<file path="config.mk">
export PLATFORM = sky130hd
export DESIGN_NAME = complementador_serial
export DESIGN_NICKNAME = d
export VERILOG_FILES = /design/src/rtl/complementador_serial.sv
export SDC_FILE = /design/constraint.sdc
export NUM_CORES = 1
export LEC_CHECK = 0
export BUFFER_PORTS_ARGS = -buffer_cell sky130_fd_sc_hd__clkbuf_2
export CELL_PAD_IN_SITES_DETAIL_PLACEMENT = 0
export CELL_PAD_IN_SITES_GLOBAL_PLACEMENT = 2
export CORE_ASPECT_RATIO = 2
export CORE_UTILIZATION = 36
export DETAILED_ROUTE_END_ITERATION = 12
export GPL_TIMING_DRIVEN = 0
export PLACE_DENSITY_LB_ADDON = 0.05
export SETUP_SLACK_MARGIN = 0.4
export SLEW_MARGIN = 20
export SYNTH_ARGS = -nofsm -noshare
export SYNTH_HDL_FRONTEND = slang
export SYNTH_SLANG_ARGS = --single-unit
</file>
<file path="constraint.sdc">
create_clock -name clk -period 1.7 [get_ports clk]
set_clock_uncertainty 0.05 [all_clocks]
set_input_delay 0.34 -clock clk [delete_from_list [all_inputs] [get_ports clk]]
set_output_delay 0.34 -clock clk [all_outputs]
set_load 0.05 [all_outputs]
</file>
<file path="src/rtl/complementador_serial.sv">
// -----------------------------------------------------------------------------
// complementador_serial
//
// Purpose:
//   Digit-serial complement unit for the DS-ALU datapath. One operand is
//   processed DIGIT bits per cycle, least significant digit first. Each
//   operand is handled in one of four modes:
//     00 pass, 01 ones' complement, 10 two's complement, 11 absolute value.
//   Valid/ready handshakes sit on both the input side and the output side.
//
// Parameters:
//   WIDTH  operand width in bits (>= 2)
//   DIGIT  bits processed per cycle; it must divide WIDTH exactly
//
// Ports:
//   clk        rising-edge clock
//   rst_n      asynchronous active-low reset
//   in_valid   operand offered
//   in_ready   unit can accept an operand (IDLE only)
//   x          operand, two's-complement interpretation
//   mode       operation select
//   out_valid  result available (DONE)
//   out_ready  consumer takes the result
//   z          result
//   overflow   result not representable (negating the most-negative value)
//
// Configuration macro:
//   COMPL_SATURATE_EN  when defined, an overflowing result is replaced by
//                      the most-positive value 0111..1. When it is not
//                      defined, the result wraps modulo 2^WIDTH.
// -----------------------------------------------------------------------------
module complementador_serial #(
  parameter int WIDTH = 8,
  parameter int DIGIT = 1
) (
  input  logic             clk,
  input  logic             rst_n,
  input  logic             in_valid,
  output logic             in_ready,
  input  logic [WIDTH-1:0] x,
  input  logic [1:0]       mode,
  output logic             out_valid,
  input  logic             out_ready,
  output logic [WIDTH-1:0] z,
  output logic             overflow
);

  localparam int NDIG = WIDTH / DIGIT;
  localparam int CW   = (NDIG > 1) ? $clog2(NDIG) : 1;

  localparam logic [1:0] IDLE = 2'd0;
  localparam logic [1:0] RUN  = 2'd1;
  localparam logic [1:0] DONE = 2'd2;

  localparam logic [WIDTH-1:0] MIN_NEG = {1'b1, {(WIDTH-1){1'b0}}};
  localparam logic [WIDTH-1:0] MAX_POS = {1'b0, {(WIDTH-1){1'b1}}};

  generate
    if (WIDTH < 2 || DIGIT < 1 || (WIDTH % DIGIT) != 0) begin : gParamCheck
      $error("complementador_serial: WIDTH must be >= 2 and divisible by DIGIT");
    end
  endgenerate

  logic [1:0]       state_q, state_d;
  logic [WIDTH-1:0] shreg_q, shreg_d;
  logic [WIDTH-1:0] acc_q, acc_d;
  logic [WIDTH-1:0] z_q, z_d;
  logic             inv_q, inv_d;
  logic             carry_q, carry_d;
  logic [CW-1:0]    cnt_q, cnt_d;
  logic             ovfPend_q, ovfPend_d;
  logic             ovf_q, ovf_d;

  logic [DIGIT:0]   sum;
  logic [WIDTH-1:0] accNext;
  logic             xNeg;

  assign xNeg = x[WIDTH-1];

  // One digit of (operand ^ inv) + carry. The bit above the digit is the
  // carry into the next digit. The carry out of the final digit is dropped.
  assign sum = {1'b0, shreg_q[DIGIT-1:0] ^ {DIGIT{inv_q}}} + {{DIGIT{1'b0}}, carry_q};

  // New result digits enter at the MSB end. After NDIG shifts, the first
  // digit has reached bit 0.
  generate
    if (DIGIT == WIDTH) begin : gAccWhole
      assign accNext = sum[DIGIT-1:0];
    end else begin : gAccShift
      assign accNext = {sum[DIGIT-1:0], acc_q[WIDTH-1:DIGIT]};
    end
  endgenerate

  // The result is built in acc_q. It is copied to z_q only when the last
  // digit is done, so z never shows a partial result.
  always_comb begin
    state_d   = state_q;
    shreg_d   = shreg_q;
    acc_d     = acc_q;
    z_d       = z_q;
    inv_d     = inv_q;
    carry_d   = carry_q;
    cnt_d     = cnt_q;
    ovfPend_d = ovfPend_q;
    ovf_d     = ovf_q;
    case (state_q)
      IDLE: begin
        if (in_valid) begin
          shreg_d   = x;
          acc_d     = '0;
          cnt_d     = '0;
          inv_d     = (mode == 2'b01) | (mode == 2'b10) | ((mode == 2'b11) & xNeg);
          carry_d   = (mode == 2'b10) | ((mode == 2'b11) & xNeg);
          ovfPend_d = mode[1] & (x == MIN_NEG);
          state_d   = RUN;
        end
      end
      RUN: begin
        shreg_d = shreg_q >> DIGIT;
        acc_d   = accNext;
        carry_d = sum[DIGIT];
        cnt_d   = cnt_q + CW'(1);
        if (cnt_q == CW'(NDIG - 1)) begin
          state_d = DONE;
          ovf_d   = ovfPend_q;
`ifdef COMPL_SATURATE_EN
          z_d     = ovfPend_q ? MAX_POS : accNext;
`else
          z_d     = accNext;
`endif
        end
      end
      DONE: begin
        if (out_ready) begin
          state_d = IDLE;
        end
      end
      default: state_d = IDLE;
    endcase
  end

  // All state is cleared asynchronously. An operand that is in flight when
  // reset arrives is dropped.
  always_ff @(posedge clk or negedge rst_n) begin
    if (!rst_n) begin
      state_q   <= IDLE;
      shreg_q   <= '0;
      acc_q     <= '0;
      z_q       <= '0;
      inv_q     <= 1'b0;
      carry_q   <= 1'b0;
      cnt_q     <= '0;
      ovfPend_q <= 1'b0;
      ovf_q     <= 1'b0;
    end else begin
      state_q   <= state_d;
      shreg_q   <= shreg_d;
      acc_q     <= acc_d;
      z_q       <= z_d;
      inv_q     <= inv_d;
      carry_q   <= carry_d;
      cnt_q     <= cnt_d;
      ovfPend_q <= ovfPend_d;
      ovf_q     <= ovf_d;
    end
  end

  assign in_ready  = (state_q == IDLE);
  assign out_valid = (state_q == DONE);
  assign z         = z_q;
  assign overflow  = ovf_q;

  // MAX_POS is referenced only in the saturating build.
  logic unusedMaxPos;
  assign unusedMaxPos = ^MAX_POS;

endmodule
</file>
# [Word level (Yosys, flattened, before mapping)]
# Index checks and enable logic that the tools add are counted.
[classes] mux=12 reduce_logical=6 addsub=2 n_eq_ne=10 n_bitwise=6
[op_table] op="8-bit one-hot mux with 2 select lines" n=2
[op_table] op="8-bit two-way mux" n=2
[op_table] op="8-bit == test (second input constant)" n=1
[op_table] op="2-bit == test (second input constant)" n=3
[op_table] op="2-bit two-way mux" n=3
[op_table] op="2-bit one-hot mux with 3 select lines" n=1
[op_table] op="3-bit one-hot mux with 2 select lines" n=1
[op_table] op="2-bit AND reduction" n=3
[op_table] op="2-bit by 1-bit == test with 1-bit output (second input constant)" n=2
[op_table] op="2-bit inequality test (second input constant)" n=2
[op_table] op="3-bit by 1-bit adder with 3-bit output (second input constant)" n=1
[op_table] op="3-bit == test (second input constant)" n=1
[op_table] op="3-bit two-way mux" n=1
[op_table] op="1-bit bitwise OR" n=3
[op_table] op="3-bit AND reduction" n=1
[op_table] op="1-bit by 1-bit adder with 2-bit output" n=1
[op_table] op="1-bit AND" n=2
[op_table] op="2-bit logical NOT" n=1
[op_table] op="2-bit by 1-bit inequality test with 1-bit output (second input constant)" n=1
[op_table] op="1-bit one-hot mux with 2 select lines" n=1
[op_table] op="2-bit nonzero test" n=1
[op_table] op="1-bit two-way mux" n=1
[op_table] op="1-bit XOR" n=1
[word_totals] wordCells=45 output_inout_bits=11 in_bits=14 register_bits=33

# [Longest topological paths before layout]
[depth] word_depth=5 ltp_mapped=5 ltp_nobuf=5

# [Worst setup path after synthesis]
# OpenSTA, ideal clock, no wires.
[synth_timing] path_type="register to output" from="reg state_q[1]" to="out in_ready" path_stages_with_launch=3 t_arrival_ns=1.279 path_buffers=1 setup_slack_ns=0.031 required_ns=1.310 cell_sequence="dfrtp_1 clkbuf_1 nor2_1"
[synth_between] elab_chain_cells=1
[synth_lines] item="start, declared" line="64" rtl="logic [1:0] state_q, state_d;"
[synth_lines] item="start signal, assigned" line="156" rtl="state_q <= state_d;"
[synth_lines] item="2-bit logical NOT" line="168" rtl="assign in_ready = (state_q == IDLE);"
[synth_lines] item="end, declared" line="39" rtl="output logic in_ready,"
# Every way passes these cells.

# [Worst setup path after layout]
# Same ends and word-level chain as after synthesis.

==> reports/metrics.cfg <==
[outcome]
status=finished, final reports clean

[critical_path]
end_kind=output pin
critPathBufInv=2
cpPeakStageDelay_ns=0.44
cp.arrival_ns=1.10
slowest_stage=dfrtp_2
regToRegStartpoint=state_q[1]$_DFFE_PN0P_
crit_fanout=3
worst_setup_path_start_kind=flop
path_cells=buf_8 -> nor2_4 -> buf_8
regToRegEndpoint=z[0]$_DFFE_PN0P_
required_ns=1.31
criticalPathCategory=reg2out
r2r_cells=5
cpLargestDelayFamily=flip-flops
cp_common_cell=buf_8
timing.reg2reg.setup_slack_ns=0.25

[global_routing]
gr-total-overflow=0
grt_pass1_wl_um=5650
grt_pass1_vias=1131
grt_use_met1_pct=20.0
met2_usage_pct=32.4
top_usage_layer=met2
grt_use_met3_pct=3.70
grtUsageTotal_pct=18.5
grt_max_degree=33
antenna_found_initial=0

[synthesis]
synth_area_sq_mm=0.00148
synth_edf_count=0
synth_cells=122
syn_area_per_cell_sq_um=12.2
async_reset_ff_share_pct=100
synthMostInstantiatedCell=dfrtp_1
yosysTopAreaCellShare_pct=54.0
synth_top_cells_by_count=dfrtp_1, a22o_1, mux2_4
synth_nets=141
ys_ff_latch=32
synth.largest_area_cell=dfrtp_1
yosysWarnings=0
ys_types=30
synth_top_cells_by_area=dfrtp_1, mux2_4, a22o_1
ys_seq_area_share_pct=54.0
synth_flop_cell=dfrtp_1

[clock_tree]
cts_sinks=32
cts.clk_slew.worst_paths_ns=0.07
clockBufferDepth=2
tritoncts=built
clk_latency_ns=0.28
cts_made_buffers=5
clock-root-buffer=clkbuf_8
h-tree-depth=2

[floorplan]
floorplan.rows=32
die_area_sq_mm=0.00439
die_w_um=47.4
io_pins=25
core-area_sq_mm=0.00388
initial_utilization_pct=38.2
die_y_um=92.8

[timing]
fin_crit_ns=1.49
finalCritPeriodShare_pct=87.9
drv_slew=0
rsz0062_at_grt=true
setup_viol=0
hold_viol=0
max_freq_ghz=0.669
setup_tns_ns=0
worst_hold_slack_ns=0.0987
worst_slew_pin_slew_ns=0.843
relSlewSlack_pct=43.8

[detailed_routing]
wl_um=3510
wl_per_cell_um=16.4
dr_total_vias=1095
drc=0
first_iter_violations=8
ant_nets=0
viasPerCell=5.12
drt-pass1-iter-count=3

[min_path]
hold_path_class=in2async

[run]
cap_viol_max_count=0

[pwr]
p_leak_nw=1.01
vdd.ir_drop.worst_mv=0.712
p_per_area_mw_per_mm2=1970

[layout]
nets=181
antenna_cells=0
stdcell_area_sq_mm=0.00206
drive_gt1_share_pct=40.5
area_growth_pct=39.0

[place]
hpwl_um=2190
place_congestion=0.713
port_buffers=24
dpl_cell_area_sq_mm=0.00170

## metal layers
| layer | up-vias | share of wire (%) |
|---|---|---|
| li1 | 516 | - |
| met1 | 551 | 38 |
| met2 | 22 | 58 |
| met3 | 6 | 2.5 |
| met4 | 0 | 1.8 |
| met5 | - | 0 |
## flip-flops by register name (all words and copies together) (netlist names), 2 cells and up
signal   flops
acc_q        7
cnt_q        3
shreg_q      8
state_q      2
z            8
## repair_timing
item,CTS,global route
gates cloned,2,1
pin swaps,1,1
resized for setup,30,22
setup endpoints to repair,32,35
setup buffers,5,1
endpoints found under the hold margin,0,0
hold buffers,0,0
## placed cells by master, fill, tap and decap left out, drive strengths merged
master,Yosys,final
dfrtp,32,32
clkbuf,4,27
buf,3,19
mux2,10,10
o21ai,10,10
a22o,9,9
a21oi,8,8
and2b,7,7
a22oi,7,7
inv,6,6
ha,5,5
nor2,4,4
nand2,3,4
nor2b,3,3
nand2b,1,1
xor2,1,1
o21bai,1,1
nor3b,1,1
a31oi,1,1
and3b,1,1
a221oi,1,1
nor4bb,1,1
nor3,1,1
nand4,1,1
mux2i,1,1
bufinv,0,1
## report_power, final
| group | leakage [nW] | switching (mW) | internal, mW |
|---|---|---|---|
| clock | 0.0645 | 0.285 | 0.517 |
| combinational | 0.541 | 0.989 | 0.960 |
| sequential | 0.407 | 0.225 | 1.08 |
## cell families (layout without fill, tap and decap cells)
| logic type | after synthesis | after routing | synth area share (%) |
|---|---|---|---|
| AOI/OAI and AO/OA | 37 | 37 | 16.5 |
| adders and majority gates | 5 | 5 | 4.22 |
| buffers and inverters | 13 | 53 | 3.97 |
| xor gates and xnor gates | 1 | 1 | 0.591 |
| DFF | 32 | 32 | 54.0 |
| muxes | 11 | 11 | 10.5 |
| and+or+nand+nor | 23 | 24 | 10.2 |
## area by class of cell
type                       instances  area [sq um]
timing repair buffer              32           251
clock inverter                     1          30.0
buffer                             7          86.3
sequential                        32           802
tap                               51          63.8
fill                             354          1820
multi-input combinational         78           708
clock buffer                       7          96.3
inverter                           6          22.5
## through the flow
step / std cells / worst slack [ns] / util, % / power [mW]
2_1_floorplan: 122 / 0.396 / - / 2.46
3_3_place_gp: 197 / 0.181 / 43.8 / 2.78
3_5_place_dp: 197 / 0.171 / 43.8 / 2.82
4_1_cts: 212 / 0.176 / 51.1 / 3.91
5_1_grt: 214 / 0.153 / 53.1 / 4.30
6_report: 214 / 0.206 / 53.1 / 4.05
## worst reg2reg max path, cell delays in order, from the launching register on
cell and delay, ns:
dfrtp_2 0.44, buf_4 0.17, nor2b_4 0.13, buf_12 0.16
nand2_8 0.08, mux2_4 0.30
## worst max path at each step
stage	startpoint	endpoint	slack, ns	depth (start not counted)
CTS	state_q[1]$_DFFE_PN0P_	in_ready	0.18	3
floorplan	cnt_q[1]$_DFFE_PN0P_	overflow$_DFFE_PN0P_	0.40	4
finish	state_q[1]$_DFFE_PN0P_	in_ready	0.21	3
global placement	in_valid	carry_q$_DFFE_PN0P_	0.18	5
detailed placement	in_valid	carry_q$_DFFE_PN0P_	0.17	5
global route	state_q[0]$_DFFE_PN0P_	out_valid	0.15	3
Power figures use the tool's default switching activity.
